### src/rtl/spi_input_sync.sv
// Multi-stage synchronizer for one asynchronous input bit.
// The reset value is set per instance so that idle-high lines can start deasserted.
module spi_input_sync #(
  parameter int   STAGES  = 2,
  parameter logic RST_VAL = 1'b0
) (
  input  logic clk,
  input  logic rst,
  input  logic d,
  output logic q
);

  logic [STAGES-1:0] sync_r;

  // Shift the raw input through the flop chain; the last stage is the usable sample.
  always_ff @(posedge clk or negedge rst) begin
    if (!rst) begin
      sync_r <= {STAGES{RST_VAL}};
    end else begin
      sync_r[0] <= d;
      for (int i = 1; i < STAGES; i++) begin
        sync_r[i] <= sync_r[i-1];
      end
    end
  end

  assign q = sync_r[STAGES-1];

endmodule

### src/rtl/spi_slave_link.sv
// SPI mode-0 slave front end: MSB first, active-low cs, oversampled by clk.
// Receives words into data_out (ready pulse) and transmits data_in (load pulse),
// with back-to-back words inside one cs frame and partial-word error reporting.
module spi_slave_link #(
  parameter int DATA_WIDTH  = 32,
  parameter int SYNC_STAGES = 2
) (
  input  logic                  clk,
  input  logic                  rst,
  input  logic [DATA_WIDTH-1:0] data_in,
  output logic [DATA_WIDTH-1:0] data_out,
  output logic                  ready,
  output logic                  load,
  output logic                  frame_err,
  input  logic                  sclk,
  input  logic                  mosi,
  input  logic                  cs,
  output logic                  miso
);

  localparam logic ST_IDLE  = 1'b0;
  localparam logic ST_SHIFT = 1'b1;

  localparam int                CNT_W    = $clog2(DATA_WIDTH) + 1;
  localparam logic [CNT_W-1:0] CNT_ZERO = CNT_W'(0);
  localparam logic [CNT_W-1:0] CNT_ONE  = CNT_W'(1);
  localparam logic [CNT_W-1:0] LAST_BIT = CNT_W'(DATA_WIDTH - 1);

  logic                    sclk_s, cs_s, mosi_s;
  logic                    sclk_d_r, cs_d_r;
  logic                    sclk_rise_s, sclk_fall_s, cs_fall_s, cs_rise_s;
  logic                    state_r;
  logic                    word_done_r;
  logic [CNT_W-1:0]        bit_cnt_r;
  logic [DATA_WIDTH-2:0]   rx_shift_r;
  logic [DATA_WIDTH-2:0]   tx_shift_r;
  logic [DATA_WIDTH-1:0]   rx_next_s;
  logic [DATA_WIDTH-1:0]   tx_next_s;
  logic [SYNC_STAGES:0]    settle_r;

  spi_input_sync #(.STAGES(SYNC_STAGES), .RST_VAL(1'b0)) u_sync_sclk (
    .clk(clk), .rst(rst), .d(sclk), .q(sclk_s)
  );
  spi_input_sync #(.STAGES(SYNC_STAGES), .RST_VAL(1'b1)) u_sync_cs (
    .clk(clk), .rst(rst), .d(cs), .q(cs_s)
  );
  spi_input_sync #(.STAGES(SYNC_STAGES), .RST_VAL(1'b0)) u_sync_mosi (
    .clk(clk), .rst(rst), .d(mosi), .q(mosi_s)
  );

  // Delay the synchronized sclk/cs by one clk for edge detection; also track
  // when the synchronizer chain holds only post-reset samples, so a cs held
  // low through reset release is not mistaken for a new frame start.
  always_ff @(posedge clk or negedge rst) begin
    if (!rst) begin
      sclk_d_r <= 1'b0;
      cs_d_r   <= 1'b1;
      settle_r <= {(SYNC_STAGES+1){1'b0}};
    end else begin
      sclk_d_r <= sclk_s;
      cs_d_r   <= cs_s;
      settle_r <= {settle_r[SYNC_STAGES-1:0], 1'b1};
    end
  end

  assign sclk_rise_s = sclk_s & ~sclk_d_r;
  assign sclk_fall_s = ~sclk_s & sclk_d_r;
  assign cs_fall_s   = ~cs_s & cs_d_r & settle_r[SYNC_STAGES];
  assign cs_rise_s   = cs_s & ~cs_d_r;

  // mosi is taken from the same synchronized sample as the sclk edge.
  assign rx_next_s = {rx_shift_r, mosi_s};
  assign tx_next_s = {tx_shift_r, 1'b0};

  // Link FSM: frame tracking, receive/transmit shifting and the one-clk pulses.
  always_ff @(posedge clk or negedge rst) begin
    if (!rst) begin
      state_r     <= ST_IDLE;
      data_out    <= {DATA_WIDTH{1'b0}};
      ready       <= 1'b0;
      load        <= 1'b0;
      frame_err   <= 1'b0;
      miso        <= 1'b0;
      rx_shift_r  <= {(DATA_WIDTH-1){1'b0}};
      tx_shift_r  <= {(DATA_WIDTH-1){1'b0}};
      bit_cnt_r   <= CNT_ZERO;
      word_done_r <= 1'b0;
    end else begin
      ready     <= 1'b0;
      load      <= 1'b0;
      frame_err <= 1'b0;
      case (state_r)
        ST_IDLE: begin
          miso <= 1'b0;
          if (cs_fall_s) begin
            state_r     <= ST_SHIFT;
            tx_shift_r  <= data_in[DATA_WIDTH-2:0];
            miso        <= data_in[DATA_WIDTH-1];
            load        <= 1'b1;
            bit_cnt_r   <= CNT_ZERO;
            rx_shift_r  <= {(DATA_WIDTH-1){1'b0}};
            word_done_r <= 1'b0;
          end else begin
            state_r <= ST_IDLE;
          end
        end
        ST_SHIFT: begin
          if (cs_rise_s) begin
            // End of frame wins over any sclk edge seen in the same clk.
            state_r     <= ST_IDLE;
            miso        <= 1'b0;
            frame_err   <= (bit_cnt_r != CNT_ZERO);
            bit_cnt_r   <= CNT_ZERO;
            word_done_r <= 1'b0;
          end else if (sclk_rise_s) begin
            rx_shift_r <= rx_next_s[DATA_WIDTH-2:0];
            if (bit_cnt_r == LAST_BIT) begin
              data_out    <= rx_next_s;
              ready       <= 1'b1;
              bit_cnt_r   <= CNT_ZERO;
              word_done_r <= 1'b1;
            end else begin
              bit_cnt_r <= bit_cnt_r + CNT_ONE;
            end
          end else if (sclk_fall_s) begin
            if (word_done_r) begin
              // Next word of a multi-word frame: reload instead of shifting.
              tx_shift_r  <= data_in[DATA_WIDTH-2:0];
              miso        <= data_in[DATA_WIDTH-1];
              load        <= 1'b1;
              word_done_r <= 1'b0;
            end else begin
              tx_shift_r <= tx_next_s[DATA_WIDTH-2:0];
              miso       <= tx_next_s[DATA_WIDTH-1];
            end
          end else begin
            state_r <= ST_SHIFT;
          end
        end
        default: begin
          state_r <= ST_IDLE;
          miso    <= 1'b0;
        end
      endcase
    end
  end

endmodule

### config.mk
export PLATFORM = sky130hd
export DESIGN_NAME = spi_slave_link
export DESIGN_NICKNAME = d
export VERILOG_FILES = /design/src/rtl/spi_input_sync.sv /design/src/rtl/spi_slave_link.sv
export SDC_FILE = /design/constraint.sdc
export NUM_CORES = 1
export LEC_CHECK = 0
export ABC_AREA = 1
export CAP_MARGIN = 5
export CELL_PAD_IN_SITES_DETAIL_PLACEMENT = 0
export CELL_PAD_IN_SITES_GLOBAL_PLACEMENT = 2
export CORE_AREA = 10 10 128 141
export CTS_CLUSTER_DIAMETER = 120
export DETAILED_ROUTE_END_ITERATION = 16
export DIE_AREA = 0 0 138 151
export PLACE_DENSITY_LB_ADDON = 0.1
export SYNTH_ARGS = -nofsm -noshare
export SYNTH_HDL_FRONTEND = slang
export SYNTH_SLANG_ARGS = --single-unit
### constraint.sdc
create_clock -name clk -period 1.85 [get_ports clk]
set_input_delay 0.2775 -clock clk [delete_from_list [all_inputs] [get_ports clk]]
set_output_delay 0.2775 -clock clk [all_outputs]
set_load 0.03 [all_outputs]
## After elaboration in Yosys (flattened, before gate mapping)

Index checks and enable logic that the tools add are counted.

| word-level totals | value |
|---|---|
| bits in registers | 117 |
| input port bits | 37 |
| output and inout bits | 36 |
| word-level logic and storage cells | 87 |

| cells by class | value |
|---|---|
| add/subtract/negate cells | 1 |
| eq/ne operators | 11 |
| multiplexer cells | 41 |
| bitwise operators | 11 |
| reduce and logical (&&, ||, !) cells | 7 |

Operators by type and width:

| kind | count |
|---|---|
| 31-bit two-way mux | 8 |
| 31-bit case mux with 2 select lines | 2 |
| 6-bit two-way mux | 4 |
| 1-bit two-way mux | 22 |
| 6-bit case mux with 2 select lines | 1 |
| 2-bit inequality test, second input constant | 5 |
| 3-bit inequality test, second input constant | 3 |
| 1-bit case mux with 2 select lines | 4 |
| 4-bit AND reduction | 2 |
| 6-bit by 1-bit adder with 6-bit output, second input constant | 1 |
| 6-bit by 5-bit == test with 1-bit output, second input constant | 1 |
| 1-bit inverter | 6 |
| 3-bit AND reduction | 2 |
| 6-bit nonzero test | 1 |
| 1-bit AND | 5 |
| 4-bit by 3-bit inequality test with 1-bit output, second input constant | 1 |
| 4-bit inequality test, second input constant | 1 |
| 2-bit AND reduction | 2 |

## Longest topological paths before layout

| logic depth | value |
|---|---|
| depth after elaboration | 6 |
| depth in mapped cells | 10 |
| gate-level depth less buffers | 10 |

## Modules after synthesis

A second synthesis with hierarchy kept.

| second synthesis, totals | value |
|---|---|
| cell total of the unflattened synthesis | 517 |
| area, all modules | 4870.9 µm² |

Modules (own cells, without submodules):

| module | times used | cells each | area an instance (µm²) | sequential area each (µm²) |
|---|---|---|---|---|
| spi_slave_link | 1 | 511 | 4718.3 | 2778.9 |
| spi_input_sync (u_sync_mosi ...) | 2 | 2 | 50.0 | 50.0 |
| spi_input_sync (u_sync_cs) | 1 | 2 | 52.6 | 52.6 |

## Worst setup path after synthesis

OpenSTA, ideal clock, no wires.

| path | value |
|---|---|
| kind | register -> register |
| start | register cs_d_r |
| end | register data_out[1] |
| data arrival time | 1.282 ns |
| data required time | 1.731 ns |
| slack | 0.450 ns |
| cell stages (with the launch flop) | 10 |
| clock period less this slack | 1.400 ns |
| path through | dfstp_2 -> inv_2 -> nand2_4 -> nand2_4 -> nor2_4 -> nand3_2 -> buf_6 -> buf_6 -> nand2_1 -> o21ai_2 |

| on the way | value |
|---|---|
| longest elaborated chain between the ends | 4 |

RTL lines:

| what | line | source |
|---|---|---|
| from (decl) | spi_slave_link.sv:30 | `logic sclk_d_r, cs_d_r;` |
| from (signal assigned) | spi_slave_link.sv:61 | `cs_d_r <= cs_s;` |
| 1-bit inverter | spi_slave_link.sv:69 | `assign cs_rise_s = cs_s & ~cs_d_r;` |
| 1-bit AND | spi_slave_link.sv:69 |  |
| 1-bit inverter (no source line) | -- |  |
| 4-bit AND reduction (no source line) | -- |  |
| to (signal assigned) | spi_slave_link.sv:79 | `data_out <= {DATA_WIDTH{1'b0}};` |
| to (signal assigned) | spi_slave_link.sv:118 | `data_out <= rx_next_s;` |
| to (decl) | spi_slave_link.sv:11 | `output logic [DATA_WIDTH-1:0] data_out,` |

No other way between the ends.
A chain may end at the register's enable or synchronous reset.

## Worst setup path after layout

| path | value |
|---|---|
| start | register data_out[0] |
| end | output port data_out[0] |

No word-level cell between the ends.

==> out/results.ini <==
[run_status]
status=finished clean

[timing]
rsz0062_at_grt=false
fin_worst_skew_ns=0.00796
fin_crit_ns=1.76
setup_tns_ns=0
timing.fmax_mhz=568
fin_ws_ns=0.0909
drv_slew=0
finalHoldViolations=0
fin_crit_sh=0.951
holdWs_ns=0.276
setup_viol=0

[grt]
grt_use_total=0.107
grt_pass1_wl_um=18200
grt_pass1_vias=3687
antenna_found_initial=0
grt_max_degree=63
met2_usage=0.166
top_usage_layer=met2
overflow=0
use_met3=0.0388
grtUsageMet1=0.130

[routing]
drcViolationCount=0
detail-route-antenna-nets=0
vias=3582
wl_per_cell_um=13.3
avgViaCountPerCell=4.48
drt-total-wl_um=10600
drtIter0Drc=216
drt_first_pass_iters=7

[critical_path]
startpoint_type=register
arrival_ns=1.48
critical_path.max_fanout=2
critPathBufInv=1
worstRegToRegCells=8
slowest_delay_ns=0.69
reg2reg_to=data_out[29]$_DFFE_PN0P_
slowest_stage=clkdlybuf4s50_1
cp.required_ns=1.57
path_cells=clkdlybuf4s50_1
crit_family=buffers and inverters
critPathKind=register to output port
reg2reg_slack_ns=0.21
cp.depth=1
cp-end-kind=output port
rr_startpoint=cs_d_r$_DFF_PN1_

[clocking]
cts_buffers=17
cts-root-buf=clkbuf_16
clk_latency_ns=0.41
path_clk_slew_ns=0.05
clockBufferDepth=2
cts_sinks=117
post-cts-setup-buffers=0
htreeDepth=4
cts_tree=yes

[synthesis]
synthDistinctLibCells=27
synth_top_family_by_area=compound AO/OA/AOI/OAI gates
yosysMostFrequentCell=nand2_1
yosys_warnings=0
synth-simple-area-share=0.124
syn-num-nets=554
synth-adder-area-share=0.0102
synth_edf_count=0
synth_seq_cells=117
async_reset_ff_frac=1.00
synth_area_per_cell_um2=9.54
seq_area_frac_synth=0.599
synth_common_cells=nand2_1, dfrtp_1, inv_1
syn_inst=513
synth_area_um2=4900
synthMuxAreaShare=0
synth_compound_area_frac=0.166
netlist.area_leader.share=0.583
synth_ff_type=dfrtp_1
synth_area_leaders=dfrtp_1, nand2_1, o21ai_0
synth_top_cell_by_area=dfrtp_1
synthXorXnorAreaFrac=0

[floorplanning]
die_width_um=138
core-area_um2=15100
die_h_um=151
num_rows=47
initial_core_util=0.325
dieArea_um2=20800
ios=73

[power_and_ir_drop]
leakage_nw=2.96
powerDensity_nw_per_um2=1120
max-vdd-ir-drop_uv=498

[finish]
design_area_um2=6500
fin_nets=631
antennaDiodeCount=0
area_growth_pct=32.8
drive_above_1_share=0.131

[placed_design]
placed_area_um2=5840
place_congestion=0.755
dp_hpwl_um=7290
place_ws_ns=0.204
port_buffers=72

[worst_hold_path]
hold_end=u_sync_cs.sync_r[0]$_DFF_PN1_
hold_class=input port to register
min_from=cs
min_delay_path_depth=1

[job]
cap_violations=0

[how the worst max path moves through the flow]
stage                                 start                       end  slack [ns]
finish              data_out[0]$_DFFE_PN0P_               data_out[0]        0.09
global route        data_out[0]$_DFFE_PN0P_               data_out[0]        0.02
CTS                 data_out[2]$_DFFE_PN0P_               data_out[2]        0.05
detailed placement         cs_d_r$_DFF_PN1_  data_out[29]$_DFFE_PN0P_        0.20
global placement           cs_d_r$_DFF_PN1_  data_out[11]$_DFFE_PN0P_        0.26
floorplan                  cs_d_r$_DFF_PN1_   data_out[1]$_DFFE_PN0P_        0.45
[report_power, final]
part           switching (mW)  internal, mW  leakage, nW
clock network            1.11          2.49        0.317
logic                   0.467         0.307         1.09
registers              0.0941          2.84         1.55
[repair_timing]
item | in CTS | in global routing
hold endpoints to repair | 23 | 0
resized for setup | 0 | 0
hold buffers | 1 | 0
[through the flow]
stage,power [mW],instances,utilization
2_1_floorplan,3.45,513,-
3_3_place_gp,3.75,766,0.388
3_5_place_dp,3.76,766,0.388
4_1_cts,7.41,799,0.432
5_1_grt,7.69,799,0.432
6_report,7.30,799,0.432
[area by class of cell]
type	count	area, um2
sequential	117	2930
inverter	83	312
tap	196	245
timing repair buffer	84	886
multi-input combinational	287	1480
clock inverter	9	173
fill	1503	8550
clock buffer	23	478
[cells in the final DEF (no fill, tap or decap), drive strengths merged]
cell type      count
dlygate4sd3        1
o31ai              1
o21bai             1
nand4              2
nand2            120
clkinv             3
bufinv             5
clkinvlp           1
ha                 4
nor3               1
inv               83
nand3             10
nor2              10
clkdlybuf4s50     71
conb               1
dfrtp            114
or2                2
o22ai             31
dfstp              3
buf               12
a22oi              1
o21ai            103
clkbuf            23
[kinds of logic after synthesis]
family	count (synthesis)
buffers and inverters	109
other	1
AOI/OAI and AO/OA	137
DFF	117
adders and majority gates	4
and+or+nand+nor	145
[sequential cells by signal, summed over array words and instances (netlist names), 2 cells and up]
| name | flops |
|---|---|
| bit_cnt_r | 6 |
| data_out | 32 |
| rx_shift_r | 31 |
| settle_r | 3 |
| tx_shift_r | 31 |
| u_sync_cs.sync_r | 2 |
| u_sync_mosi.sync_r | 2 |
| u_sync_sclk.sync_r | 2 |
[layer usage]
metal / up-vias / routed length (um)
met5: - / 0
met3: 11 / 610
li1: 1797 / -
met2: 94 / 4970
met1: 1680 / 4850
met4: 0 / 166
(Power assumes the default switching activity.)
